--- config.mk ---
export PLATFORM = sky130hd
export DESIGN_NAME = fpu_op_scheduler
export DESIGN_NICKNAME = d
export VERILOG_FILES = /design/src/rtl/fpu_sched_pkg.sv /design/src/rtl/fpu_op_scheduler_rr_arb2.sv /design/src/rtl/fpu_op_scheduler.sv
export SDC_FILE = /design/constraint.sdc
export NUM_CORES = 1
export LEC_CHECK = 0
export ABC_AREA = 1
export BUFFER_PORTS_ARGS = -buffer_cell sky130_fd_sc_hd__buf_2
export CAP_MARGIN = 10
export CORE_AREA = 2 2 240 242
export CTS_BUF_LIST = sky130_fd_sc_hd__clkbuf_8
export DETAILED_ROUTE_END_ITERATION = 8
export DIE_AREA = 0 0 242 244
export GPL_TIMING_DRIVEN = 0
export SKIP_CTS_REPAIR_TIMING = 1
export SYNTH_ARGS = -nofsm -noshare
export SYNTH_HDL_FRONTEND = slang
export SYNTH_SLANG_ARGS = --single-unit
--- constraint.sdc ---
create_clock -name clk -period 9.8 [get_ports clk]
set_clock_uncertainty 0.1 [all_clocks]
set_input_delay 1.96 -clock clk [delete_from_list [all_inputs] [get_ports clk]]
set_output_delay 1.96 -clock clk [all_outputs]
set_load 0.05 [all_outputs]
--- src/rtl/fpu_sched_pkg.sv ---
// rtl/fpu_sched_pkg.sv - shared types and constants for the FPU operation scheduler
package fpu_sched_pkg;

    localparam int NUM_REQ = 2;

    typedef enum logic [1:0] {
        ADD = 2'b00,
        SUB = 2'b01,
        MUL = 2'b10,
        DIV = 2'b11
    } op_e;

    typedef enum logic [1:0] {
        IDLE = 2'b00,
        EXEC = 2'b01,
        RESP = 2'b10
    } state_e;

endpackage

--- src/rtl/fpu_op_scheduler_rr_arb2.sv ---
// rtl/fpu_op_scheduler_rr_arb2.sv - two-way round-robin arbiter with a single last-grant pointer
module rr_arb2
    import fpu_sched_pkg::*;
(
    input  logic               clk,
    input  logic               rst,
    input  logic [NUM_REQ-1:0] req_valid,
    input  logic               accept,
    output logic               grant,
    output logic               grant_valid
);

    logic last;

    // On a tie the requester that did not win last time goes first.
    assign grant       = (req_valid == 2'b11) ? ~last : req_valid[1];
    assign grant_valid = |req_valid;

    always_ff @(posedge clk or posedge rst) begin
        if (rst) begin
            last <= 1'b1;
        end else if (accept) begin
            last <= grant;
        end
    end

endmodule

--- src/rtl/fpu_op_scheduler.sv ---
// rtl/fpu_op_scheduler.sv - shares one FP datapath between two requesters; optional FPU_SCHED_STATS_EN counters
module fpu_op_scheduler
    import fpu_sched_pkg::*;
#(
    parameter int LAT  = 1,
    parameter int ID_W = 1
) (
    input  logic                 clk,
    input  logic                 rst,
    input  logic [NUM_REQ-1:0]   req_valid,
    output logic [NUM_REQ-1:0]   req_ready,
    input  logic [127:0]         req_fpa,
    input  logic [127:0]         req_fpb,
    input  logic [3:0]           req_op,
    input  logic [NUM_REQ-1:0]   req_db,
    input  logic [3:0]           req_rm,
    output logic [63:0]          fpu_fpa,
    output logic [63:0]          fpu_fpb,
    output logic                 fpu_db,
    output logic                 fpu_sub,
    output logic                 fpu_fdiv,
    output logic                 fpu_normal,
    output logic [1:0]           fpu_rm,
    input  logic [63:0]          fpu_add_res,
    input  logic [63:0]          fpu_mul_res,
    input  logic [4:0]           fpu_add_flags,
    input  logic [4:0]           fpu_mul_flags,
    output logic                 rsp_valid,
    input  logic                 rsp_ready,
    output logic [ID_W-1:0]      rsp_id,
    output logic [63:0]          rsp_data,
    output logic [4:0]           rsp_flags
`ifdef FPU_SCHED_STATS_EN
    ,
    output logic [31:0]          stat_cnt0,
    output logic [31:0]          stat_cnt1
`endif
);

    state_e      state;
    logic [3:0]  cnt;
    logic        sel_mul;
    logic        grant;
    logic        grant_valid;
    logic        accept;
    op_e         g_op;
    logic [63:0] g_fpa;
    logic [63:0] g_fpb;
    logic [1:0]  g_rm;
    logic        g_db;

    rr_arb2 u_arb (
        .clk         (clk),
        .rst         (rst),
        .req_valid   (req_valid),
        .accept      (accept),
        .grant       (grant),
        .grant_valid (grant_valid)
    );

    assign accept     = (state == IDLE) && grant_valid;
    assign req_ready  = {accept & grant, accept & ~grant};
    assign fpu_normal = 1'b1;

    assign g_op  = op_e'(grant ? req_op[3:2] : req_op[1:0]);
    assign g_fpa = grant ? req_fpa[127:64] : req_fpa[63:0];
    assign g_fpb = grant ? req_fpb[127:64] : req_fpb[63:0];
    assign g_rm  = grant ? req_rm[3:2] : req_rm[1:0];
    assign g_db  = grant ? req_db[1] : req_db[0];

    always_ff @(posedge clk or posedge rst) begin
        if (rst) begin
            state     <= IDLE;
            cnt       <= 4'd0;
            sel_mul   <= 1'b0;
            fpu_fpa   <= 64'd0;
            fpu_fpb   <= 64'd0;
            fpu_db    <= 1'b0;
            fpu_sub   <= 1'b0;
            fpu_fdiv  <= 1'b0;
            fpu_rm    <= 2'd0;
            rsp_valid <= 1'b0;
            rsp_id    <= '0;
            rsp_data  <= 64'd0;
            rsp_flags <= 5'd0;
        end else begin
            case (state)
                IDLE: begin
                    if (accept) begin
                        fpu_fpa  <= g_fpa;
                        fpu_fpb  <= g_fpb;
                        fpu_db   <= g_db;
                        fpu_rm   <= g_rm;
                        fpu_sub  <= (g_op == SUB);
                        fpu_fdiv <= (g_op == DIV);
                        sel_mul  <= (g_op == MUL) || (g_op == DIV);
                        rsp_id   <= ID_W'(grant);
                        cnt      <= 4'(LAT);
                        state    <= EXEC;
                    end
                end
                EXEC: begin
                    cnt <= cnt - 4'd1;
                    // Datapath inputs have been stable for LAT cycles at this edge.
                    if (cnt == 4'd1) begin
                        rsp_data  <= sel_mul ? fpu_mul_res : fpu_add_res;
                        rsp_flags <= sel_mul ? fpu_mul_flags : fpu_add_flags;
                        rsp_valid <= 1'b1;
                        state     <= RESP;
                    end
                end
                RESP: begin
                    if (rsp_ready) begin
                        rsp_valid <= 1'b0;
                        state     <= IDLE;
                    end
                end
                default: state <= IDLE;
            endcase
        end
    end

`ifdef FPU_SCHED_STATS_EN
    always_ff @(posedge clk or posedge rst) begin
        if (rst) begin
            stat_cnt0 <= 32'd0;
            stat_cnt1 <= 32'd0;
        end else if (accept) begin
            if (!grant && stat_cnt0 != 32'hFFFF_FFFF) begin
                stat_cnt0 <= stat_cnt0 + 32'd1;
            end
            if (grant && stat_cnt1 != 32'hFFFF_FFFF) begin
                stat_cnt1 <= stat_cnt1 + 32'd1;
            end
        end
    end
`endif

endmodule
# Yosys cells after proc, flatten, opt, wreduce, memory -nomap -nowiden
# Index checks and enable logic that the tools add are counted.
# totals
ff_bits	212
input_bits	409
out_inout_bits	207
word_cells	57
# op_classes
n_addsub	1
eq_ne	10
muxes	17
bitwise_logic	4
n_reduce_logical	11
# ops
op	n
$mux W64	3
$mux W2	5
$eq A2 B2 Y1 const B	4
$pmux W4 S2	1
$ne A2 B2 Y1 const B	3
$pmux W2 S3	1
$reduce_and A2 Y1	3
$reduce_and A3 Y1	2
$mux W5	1
$eq A2 B1 Y1 const B	2
$eq A4 B1 Y1 const B	1
$mux W1	4
$mux W4	1
$reduce_bool A2 Y1	2
$sub A4 B1 Y4 const B	1
$and A1 B1 Y1	2
$logic_not A2 Y1	1
$not A1 Y1	2
$pmux W1 S2	1
$reduce_or A2 Y1	1
$logic_and A1 B1 Y1	1
$logic_or A1 B1 Y1	1

# Longest topological paths before layout
# Gate-level depths: netlist of run 1.
# logic_depth
word_depth	5
depth_mapped	9
mapped_depth_nobuf	7

# By module
# From an unflattened synthesis of run 1, not the netlist that was laid out.
# hier_totals
cells_unflattened	1571
area_unflattened_um2	10588.9
# by_module_without_submodules
mod	instances	cells_per_inst	area_each_um2	seq_area_each_um2
fpu_op_scheduler	1	1562	10525.1	5280.1
rr_arb2	1	9	63.8	26.3

# Worst setup path before layout of run 1
# No wires, ideal clock.
# synth_timing
path_type	in2out
from	input port req_valid[1]
to	output port req_ready[0]
arrival_ns	3.186
slack_ns	4.554
stages	5
n_path_buf	3
path_cell_list	buf_2 > o21ai_4 > buf_2 > buf_2 > nor2_1
# synth_via
elab_chain_cells	4
# synth_rtl
element	line_no	rtl
from (decl)	fpu_op_scheduler.sv:10	input logic [NUM_REQ-1:0] req_valid,
$eq A2 B2 Y1	fpu_op_scheduler_rr_arb2.sv:16	assign grant = (req_valid == 2'b11) ? ~last : req_valid[1];
$mux W1	fpu_op_scheduler_rr_arb2.sv:16	
$not A1 Y1	fpu_op_scheduler.sv:62	assign req_ready = {accept & grant, accept & ~grant};
$and A1 B1 Y1 *	fpu_op_scheduler.sv:62	
to (decl)	fpu_op_scheduler.sv:11	output logic [NUM_REQ-1:0] req_ready,
# Every way passes the cells marked *; elsewhere a longest branch is shown, timed or not.

# Worst setup path after layout of run 1
# Same ends and word-level chain as after synthesis.

==> results of run 1 <==
[logic make-up after synthesis]
family | count (synthesis)
compound gates | 146
fa+ha+maj | 2
simple gates | 967
buf+inv | 99
other cells | 1
flops | 212
[layout make-up]
cell class	count	area [µm²]
Sequential cell	212	5310
Antenna cell	2	5.00
Tap cell	756	946
Clock inverter	21	144
Buffer	88	453
Inverter	11	48.8
Clock buffer	52	716
Fill cell	6324	40900
Timing Repair Buffer	614	3100
Multi-Input combinational cell	1116	4590
[final timing paths]
kind / start / end / slack, ns / depth (start not counted)
max in group asynchronous: rst / fpu_fpb[15] / 7.11 / 3
hold reg to reg: fpu_fpb[2] / fpu_fpb[2] / 0.37 / 2
setup reg to reg: sel_mul / rsp_data[40] / 7.59 / 5
hold / removal: fpu_fpb[2] / fpu_fpb[2] / 0.37 / 2
min in group asynchronous: rst / fpu_fpa[25] / 1.38 / 2
setup / recovery: req_valid[1] / req_ready[0] / 4.24 / 6
[routing by layer]
metal / track usage / up-vias / wire length (µm) / part of all wire
li1: - / 5712 / - / -
met1: 0.170 / 5100 / 18000 / 0.38
met2: 0.282 / 513 / 23600 / 0.50
met3: 0.0442 / 95 / 3570 / 0.076
met4: 0.0566 / 8 / 1700 / 0.036
met5: 0 / - / 54 / 0.0012
[through the flow]
stage	cell area, µm²	hold WS [ns]	instances	setup TNS, ns
floorplan	10400	0.348	1427	0
global placement	14400	0.357	2796	-194.71
detailed placement	14400	0.360	2797	0
CTS	15300	0.373	2870	0
global route	15300	0.390	2870	0
finish	15300	0.371	2872	0
[power breakdown]
| part | leakage (nW) | internal, W | switching (W) |
|---|---|---|---|
| Combinational | 5.83 | 0.000767 | 0.00264 |
| Clock | 0.488 | 0.000529 | 0.000404 |
| Sequential | 2.62 | 0.00131 | 0.000230 |
[cell usage after synthesis]
| master | instances | area [µm²] |
|---|---|---|
| clkbuf_2 | 1 | 5.00 |
| ha_1 | 2 | 25.0 |
| inv_2 | 2 | 7.51 |
| clkbuf_1 | 34 | 128 |
| buf_4 | 3 | 22.5 |
| o22ai_1 | 1 | 6.26 |
| o21ai_4 | 1 | 16.3 |
| o21ai_1 | 7 | 35.0 |
| nor2_1 | 6 | 22.5 |
| nand2_2 | 1 | 6.26 |
| buf_6 | 8 | 90.1 |
| nand3b_1 | 1 | 7.51 |
| nand3_1 | 7 | 35.0 |
| dfstp_2 | 1 | 26.3 |
| buf_1 | 2 | 7.51 |
| or2_2 | 69 | 432 |
| conb_1 | 1 | 3.75 |
| inv_1 | 9 | 33.8 |
| nand2_1 | 882 | 3310 |
| buf_2 | 40 | 200 |
| dfrtp_1 | 211 | 5280 |
| nor2_2 | 1 | 6.26 |
| o21ai_0 | 137 | 686 |
[flip-flops by register name, summed over array words and instances (netlist names)]
| name | count |
|---|---|
| fpu_fpa | 64 |
| fpu_sub | 1 |
| rsp_data | 64 |
| rsp_id | 1 |
| fpu_fpb | 64 |
| sel_mul | 1 |
| state | 2 |
| fpu_db | 1 |
| fpu_rm | 2 |
| fpu_fdiv | 1 |
| rsp_flags | 5 |
| cnt | 4 |
| u_arb.last | 1 |
| rsp_valid | 1 |
[critical path, stage by stage]
cell,delay (ns)
buf_2,0.15
o21ai_4,0.39
buf_2,0.38
buf_2,0.31
nor2_1,0.06
buf_2,0.23
==> summary.txt, run 1 <==
GRT
  • Vias in the first global route: 11300
  • Initial antenna violation count: 9
  • First-pass GRT wire length: between 60 and 70 mm
  • Total grt overflow: 0
  • Gr usage total: 0.155
  • Largest net degree at the start of global routing: 110

Floorplanning
  • FP Rows: 87
  • Die Width: around 240 µm
  • Full die area: approximately 60000 µm²
  • Initial Util: 0.185
  • Core footprint: 56200 µm²
  • Die Y: 244 µm
  • IO Count: 616

Layout
  • Layout net count: between 2000 and 2500
  • Synth-to-layout area growth: 47.3%
  • Layout Utilization: 0.272
  • Commonest non-fill, non-tap cell in the layout: nand2_1
  • Most frequent cells in the layout: nand2_1 (882), buf_2 (653), dfrtp_1 (211), o21ai_0 (137), or2_2 (69)
  • Layout cell share with drive strength beyond 1: 0.380

Placement
  • # port buffers: roughly 610
  • Final Wtd Congestion: 0.932
  • Placed wire-length estimate: between 30 and 40 mm
  • Pre-CTS setup slack: 4.07 ns

Drt
  • Mean number of vias per cell: between 3 and 4
  • WL per Instance: between 15 and 20 µm
  • Drt pass-1 iters: 4
  • DR iter-0 viols: 425
  • Vias: approximately 11000
  • Post-route ant nets: 0
  • DRC: 0
  • Final wirelength: about 47 mm

Timing
  • Final setup viols: 0
  • Slew margin rel.: 0.459
  • Min Tclk post-route: between 5 and 6 ns
  • Maximum clock frequency: 180 MHz
  • Worst Tran Pin Value: around 0.81 ns
  • Final worst slack: roughly 4.2 ns
  • RSZ-0062 raised after global routing: false
  • Final Hold Fails: 0
  • Tcrit/Tclk final: 0.567
  • Slew Limit Fails: 0

Synthesis
  • Avg Synthesized Cell Area: 7.28 µm²
  • Post-Synthesis Cells: around 1400
  • Simple-gate area share of the yosys netlist: 0.368
  • Combinational family with the most area after synthesis: simple AND/OR/NAND/NOR gates
  • Compound-Gate Fraction of Synth Area: 0.0715
  • Synth unique cells: 23
  • Synth Area in Adders: 0.00241
  • Synth Warn #: 0
  • Mux cell area share after synthesis: 0
  • Netlist Area Pre-Place: between 10000 and 15000 µm²
  • Post-Syn Nets: around 1800
  • #FFs+latches synth: about 210
  • Post-Synth XOR/XNOR Area: 0
  • Seq/Total Area, Yosys: 0.511

Clocking
  • Clock latency on the worst-skew pair: roughly 0.57 ns
  • CTS Buf Count: 41
  • Clock Path Buffers: 3
  • H-tree levels: 2
  • Clock sinks: ~210
  • Root Driver: clkbuf_8
  • Clk pin slew, worst setup/hold paths: around 0.05 ns
  • TritonCTS clock tree: yes

Setup path
  • Critical path endpoint category: output pin
  • CP max FO: 10
  • Startpoint types: input pin
  • Kind of critical path: in2out
  • WP data arrival: approximately 3.5 ns
  • Critical Path RT: between 7 and 8 ns

Hold path
  • Hold WC Path Type: reg2reg

Flow run
  • Max cap viols: 0

Power and ir drop
  • Pwr Total: around 0.0059 W
  • PwrDens: approximately 380 nW/µm²
  • Worst vdd ir: ~150 µV
  • LEAKAGE: around 8.9 nW

Outcome
  • Status: completed
Note: power is estimated with default switching activity, not from simulation.
==> inputs of run 2 (changes only) <==
Clock period 9.8 ns to 5.2 ns, I/O delays scaled along.
==> summary.txt, run 2 (synthesized netlist as in run 1, its figures left out) <==
Timing
  • Slew margin rel.: 0.490
  • Slew Limit Fails: 0
  • RSZ-0062 raised after global routing: false
  • Worst Tran Pin Value: 0.763 ns
  • Maximum clock frequency: about 260 MHz
  • Final setup viols: 0
  • Final Hold Fails: 0
  • Min Tclk post-route: 3.84 ns
  • Tcrit/Tclk final: 0.739

Setup path
  • CP max FO: 10
  • Max stage delay on crit path: about 0.43 ns
  • Bufs and invs on worst path: 4
  • Cell mode on critical path: buf_2
  • Flop2flop setup slack: approximately 3.0 ns
  • CP cell instances: buf_2 -> o21ai_4 -> buf_2 -> buf_2 -> nor2_1 -> buf_2
  • Slowest CP cell: buf_2
  • Critical path endpoint category: output pin
  • Startpoint types: input pin
  • Cell family with most CP delay: buffers and inverters
  • Critical Path RT: approximately 4.1 ns
  • Kind of critical path: in2out
  • WP data arrival: ~2.7 ns

Layout
  • Most frequent cells in the layout: nand2_1 (882), buf_2 (653), dfrtp_1 (211), o21ai_0 (137), or2_2 (69)
  • Layout Utilization: 0.272
  • Layout net count: ~2500
  • Fillers: between 6000 and 7000
  • Synth-to-layout area growth: 47.3%
  • Layout cell share with drive strength beyond 1: 0.379
  • Fin area: between 15000 and 20000 µm²
  • Largest registers: fpu_fpa (64), fpu_fpb (64), rsp_data (64)
  • Commonest non-fill, non-tap cell in the layout: nand2_1

Floorplanning
  • Initial Util: 0.185
  • IO Count: 616
  • FP Rows: slightly below 90
  • Full die area: 59000 µm²
  • Die Width: around 240 µm
  • Die Y: between 200 and 250 µm
  • Core footprint: 56200 µm²

Power and ir drop
  • PwrDens: slightly above 700 nW/µm²
  • Worst vdd ir: roughly 330 µV
  • LEAKAGE: about 8.9 nW

Clocking
  • Root Driver: clkbuf_8
  • Clock Path Buffers: 3
  • Clock sinks: around 210
  • TritonCTS clock tree: yes
  • CTS Buf Count: 40
  • H-tree levels: 2
  • Clock latency on the worst-skew pair: roughly 0.56 ns
  • Clk pin slew, worst setup/hold paths: ~0.06 ns

Placement
  • Area of placed instances: 14500 µm²
  • # port buffers: 613
  • Placed wire-length estimate: between 30 and 40 mm
  • Final Wtd Congestion: 0.933

Outcome
  • Status: completed

Drt
  • DR iter-0 viols: 420
  • Mean number of vias per cell: 3.99
  • Post-route ant nets: 0
  • Drt pass-1 iters: 5
  • Final wirelength: between 40 and 50 mm
  • WL per Instance: 16.4 µm
  • DRC: 0
  • Vias: 11400

Hold path
  • Hold WC Path Type: reg2reg

GRT
  • First-pass GRT wire length: around 70 mm
  • Met3 GRT Util: 0.0416
  • Initial antenna violation count: 6
  • Grt peak-use layer: met2
  • Largest net degree at the start of global routing: 41
  • Met1 Use GR: 0.169
  • Total grt overflow: 0
  • Gr usage total: 0.156
  • Global-route met2 utilization: 0.285
  • Vias in the first global route: between 10000 and 15000

Flow run
  • Max cap viols: 0
## run 2: changes by cell type in the layout (fill, tap and decap cells not counted)
| cell | before | now |
|---|---|---|
| inv_1 | 19 | 20 |
| clkinv_2 | 7 | 2 |
| buf_12 | 0 | 5 |
| buf_16 | 1 | 0 |
| clkbuf_8 | 52 | 49 |
| inv_8 | 1 | 0 |
## run 2: path summary, 6_finish.rpt
| kind | start | cells past startpoint | to |
|---|---|---|---|
| max reg2reg | u_arb.last | 8 | fpu_fpb[12] |
| min reg2reg | u_arb.last | 2 | u_arb.last |
| min in group asynchronous | rst | 2 | fpu_fpb[27] |
| max | req_valid[1] | 6 | req_ready[0] |
| min | u_arb.last | 2 | u_arb.last |
| max in group asynchronous | rst | 5 | fpu_fpb[4] |
## run 2: worst register-to-register path: stages, from the launching register on
cell and delay (ns):
dfstp_2 0.52, nand2_1 0.13, nand2_2 0.31, buf_4 0.34, buf_2 0.32, nand2_1 0.19
nand2_1 0.11, nand2_1 0.05, nand2_1 0.06
## run 2: per-layer routing
layer,part of all wire,up-vias
met1,0.38,5131
li1,-,5705
met4,0.040,4
met5,0.00047,-
met2,0.50,491
met3,0.071,98
## run 2: stage by stage
stage	instances	setup TNS, ns	hold WS (ns)	power [W]	worst slack (ns)
2_1_floorplan	1427	0	0.348	0.00738	1.30
3_5_place_dp	2801	0	0.360	0.00944	1.23
4_1_cts	2866	0	0.373	0.0112	1.23
6_report	2868	0	0.368	0.0110	1.36
3_3_place_gp	2796	-62.84	0.358	0.00939	-0.336
5_1_grt	2868	0	0.379	0.0117	1.22
## run 2: where the power goes
| part | leakage, nW | internal, W | switching [W] | total (W) |
|---|---|---|---|---|
| Sequential | 2.62 | 0.00247 | 0.000451 | 0.00292 |
| Clock | 0.452 | 0.000939 | 0.000724 | 0.00166 |
| Combinational | 5.85 | 0.00145 | 0.00496 | 0.00641 |
| Total | 8.92 | 0.00486 | 0.00614 | 0.0110 |
## run 2: cell type report
cell class / count / area, µm² / area share
Inverter: 11 / 45.0 / 0.00294
Buffer: 88 / 453 / 0.0296
Tap cell: 756 / 946 / 0.0618
Clock inverter: 16 / 115 / 0.00752
Multi-Input combinational cell: 1116 / 4590 / 0.300
Clock buffer: 49 / 674 / 0.0441
Sequential cell: 212 / 5310 / 0.347
Antenna cell: 2 / 5.00 / 0.000327
Timing Repair Buffer: 618 / 3170 / 0.207
==> inputs of run 3 (changes only) <==
Settings changed: CORE_AREA 2 2 240 242 to 2 2 237 239, DIE_AREA 0 0 242 244 to 0 0 239 241.
Clock period 5.2 ns to 3.1 ns, I/O delays scaled along.
==> summary.txt, run 3 (synthesized netlist as in run 1, its figures left out) <==
Outcome
  • Status: completed

Timing
  • Maximum clock frequency: roughly 350 MHz
  • Final Hold Fails: 0
  • RSZ-0062 raised after global routing: false
  • Min Tclk post-route: around 2.9 ns
  • Final setup viols: 0
  • Slew margin rel.: 0.519
  • Slew Limit Fails: 0
  • Tcrit/Tclk final: 0.931
  • Worst Tran Pin Value: slightly above 0.7 ns
  • Final worst slack: 0.215 ns

GRT
  • Largest net degree at the start of global routing: a little over 40
  • Initial antenna violation count: 3
  • Gr usage total: 0.162
  • Vias in the first global route: between 10000 and 15000
  • First-pass GRT wire length: between 60 and 70 mm
  • Total grt overflow: 0

Floorplanning
  • Initial Util: 0.189
  • Full die area: 57600 µm²
  • Die Y: 241 µm
  • Core footprint: between 50000 and 60000 µm²
  • IO Count: roughly 620
  • FP Rows: 86
  • Die Width: ~240 µm

Drt
  • DR iter-0 viols: ~460
  • Post-route ant nets: 0
  • DRC: 0
  • WL per Instance: between 15 and 20 µm
  • Vias: 11600
  • Mean number of vias per cell: 4.11
  • Drt pass-1 iters: 4
  • Final wirelength: 48.9 mm

Hold path
  • WHS Path Cells: 2
  • Hold WC Path Type: in2reg

Placement
  • Final Wtd Congestion: 0.906
  • Placed wire-length estimate: 39.1 mm
  • # port buffers: approximately 610
  • Area of placed instances: between 10000 and 15000 µm²
  • Pre-CTS setup slack: -0.0487 ns

Clocking
  • Clock Path Buffers: 3
  • Clock sinks: approximately 210
  • H-tree levels: 2
  • CTS Buf Count: 40
  • Root Driver: clkbuf_8
  • Clk pin slew, worst setup/hold paths: around 0.060 ns
  • TritonCTS clock tree: yes
  • Clock latency on the worst-skew pair: 0.58 ns

Layout
  • Synth-to-layout area growth: 48.1%
  • Most frequent cells in the layout: nand2_1 (882), buf_2 (652), dfrtp_1 (211), o21ai_0 (137), or2_2 (69)
  • Layout cell share with drive strength beyond 1: 0.382
  • Layout net count: 2505
  • Largest registers: fpu_fpa (64), fpu_fpb (64), rsp_data (64)
  • Fillers: approximately 6000
  • Commonest non-fill, non-tap cell in the layout: nand2_1
  • Fin area: between 15000 and 20000 µm²

Setup path
  • R2R Path Start: state[1]
  • CP startpoint: u_arb.last
  • Slowest CP cell: dfstp_2
  • Cells on worst reg2reg path: 8
  • CP max FO: 15
  • Startpoint types: register
  • Kind of critical path: reg2out
  • R2r endpoint: fpu_fpb[30]
  • WP data arrival: roughly 2.2 ns
  • Critical Path RT: 2.38 ns
  • Critical path endpoint category: output pin
  • Max stage delay on crit path: around 0.55 ns
  • CP endpoint: req_ready[0]
  • Flop2flop setup slack: ~0.64 ns
  • CP cell instances: nand2_1 -> nand2_8 -> inv_2 -> nor2_1 -> buf_2

Power and ir drop
  • PwrDens: around 1200 nW/µm²
  • Worst vdd ir: 680 µV
  • Pwr Total: around 0.019 W
  • LEAKAGE: between 8 and 9 nW

Flow run
  • Max cap viols: 0
-- run 3: cell count changes in the layout (fill, tap and decap cells not counted), sizes merged --
| cell | previous run | this run |
|---|---|---|
| buf | 671 | 678 |
| diode | 2 | 5 |
| clkinv | 2 | 4 |
| clkinvlp | 1 | 3 |
| clkbuf | 84 | 85 |
| dlygate4sd3 | 0 | 1 |
-- run 3: layout make-up --
class	count	area, µm²	area share
tap	704	881	0.0572
buffer	86	444	0.0289
inverter	11	45.0	0.00293
clock inverter	20	140	0.00910
antenna	5	12.5	0.000813
multi-input combinational	1116	4610	0.299
timing repair buffer	627	3260	0.212
clock buffer	51	702	0.0456
sequential	212	5310	0.345
-- run 3: worst min path at each step --
stage	start	endpoint	slack, ns
2_1_floorplan	u_arb.last	u_arb.last	0.35
6_report	rsp_ready	state[1]	0.16
5_1_grt	rsp_ready	state[1]	0.13
3_3_place_gp	fpu_fpb[47]	fpu_fpb[47]	0.36
3_5_place_dp	fpu_fpb[57]	fpu_fpb[57]	0.36
4_1_cts	rst	rsp_data[42]	-0.05
-- run 3: report_power, final --
| group | internal (W) | switching [W] | total [W] |
|---|---|---|---|
| Combinational | 0.00248 | 0.00853 | 0.0110 |
| Clock | 0.00164 | 0.00127 | 0.00291 |
| Sequential | 0.00414 | 0.000787 | 0.00493 |
-- run 3: per-stage QoR --
stage / std cells / hold WS [ns] / TNS, ns / util
3_3_place_gp: 2744 / 0.358 / -406.80 / 0.261
3_5_place_dp: 2750 / 0.360 / -0.0487 / 0.264
6_report: 2832 / 0.164 / 0 / 0.281
5_1_grt: 2830 / 0.129 / 0 / 0.280
2_1_floorplan: 1427 / 0.348 / -79.20 / -
4_1_cts: 2821 / -0.0472 / -0.672 / 0.279
-- run 3: critical path, delay by kind of cell (launching register included) --
family	cells	cell delay, ns
flip-flops	1	0.55
buffers and inverters	2	0.45
AND/OR/NAND/NOR	3	0.59
-- run 3: routing by layer --
metal,routed length [µm],vias to the layer above,part of all wire,track usage
li1,-,5729,-,-
met1,18800,5249,0.38,0.177
met2,23300,530,0.48,0.280
met3,3180,118,0.065,0.0363
met4,3670,0,0.075,0.108
met5,0,-,0,0
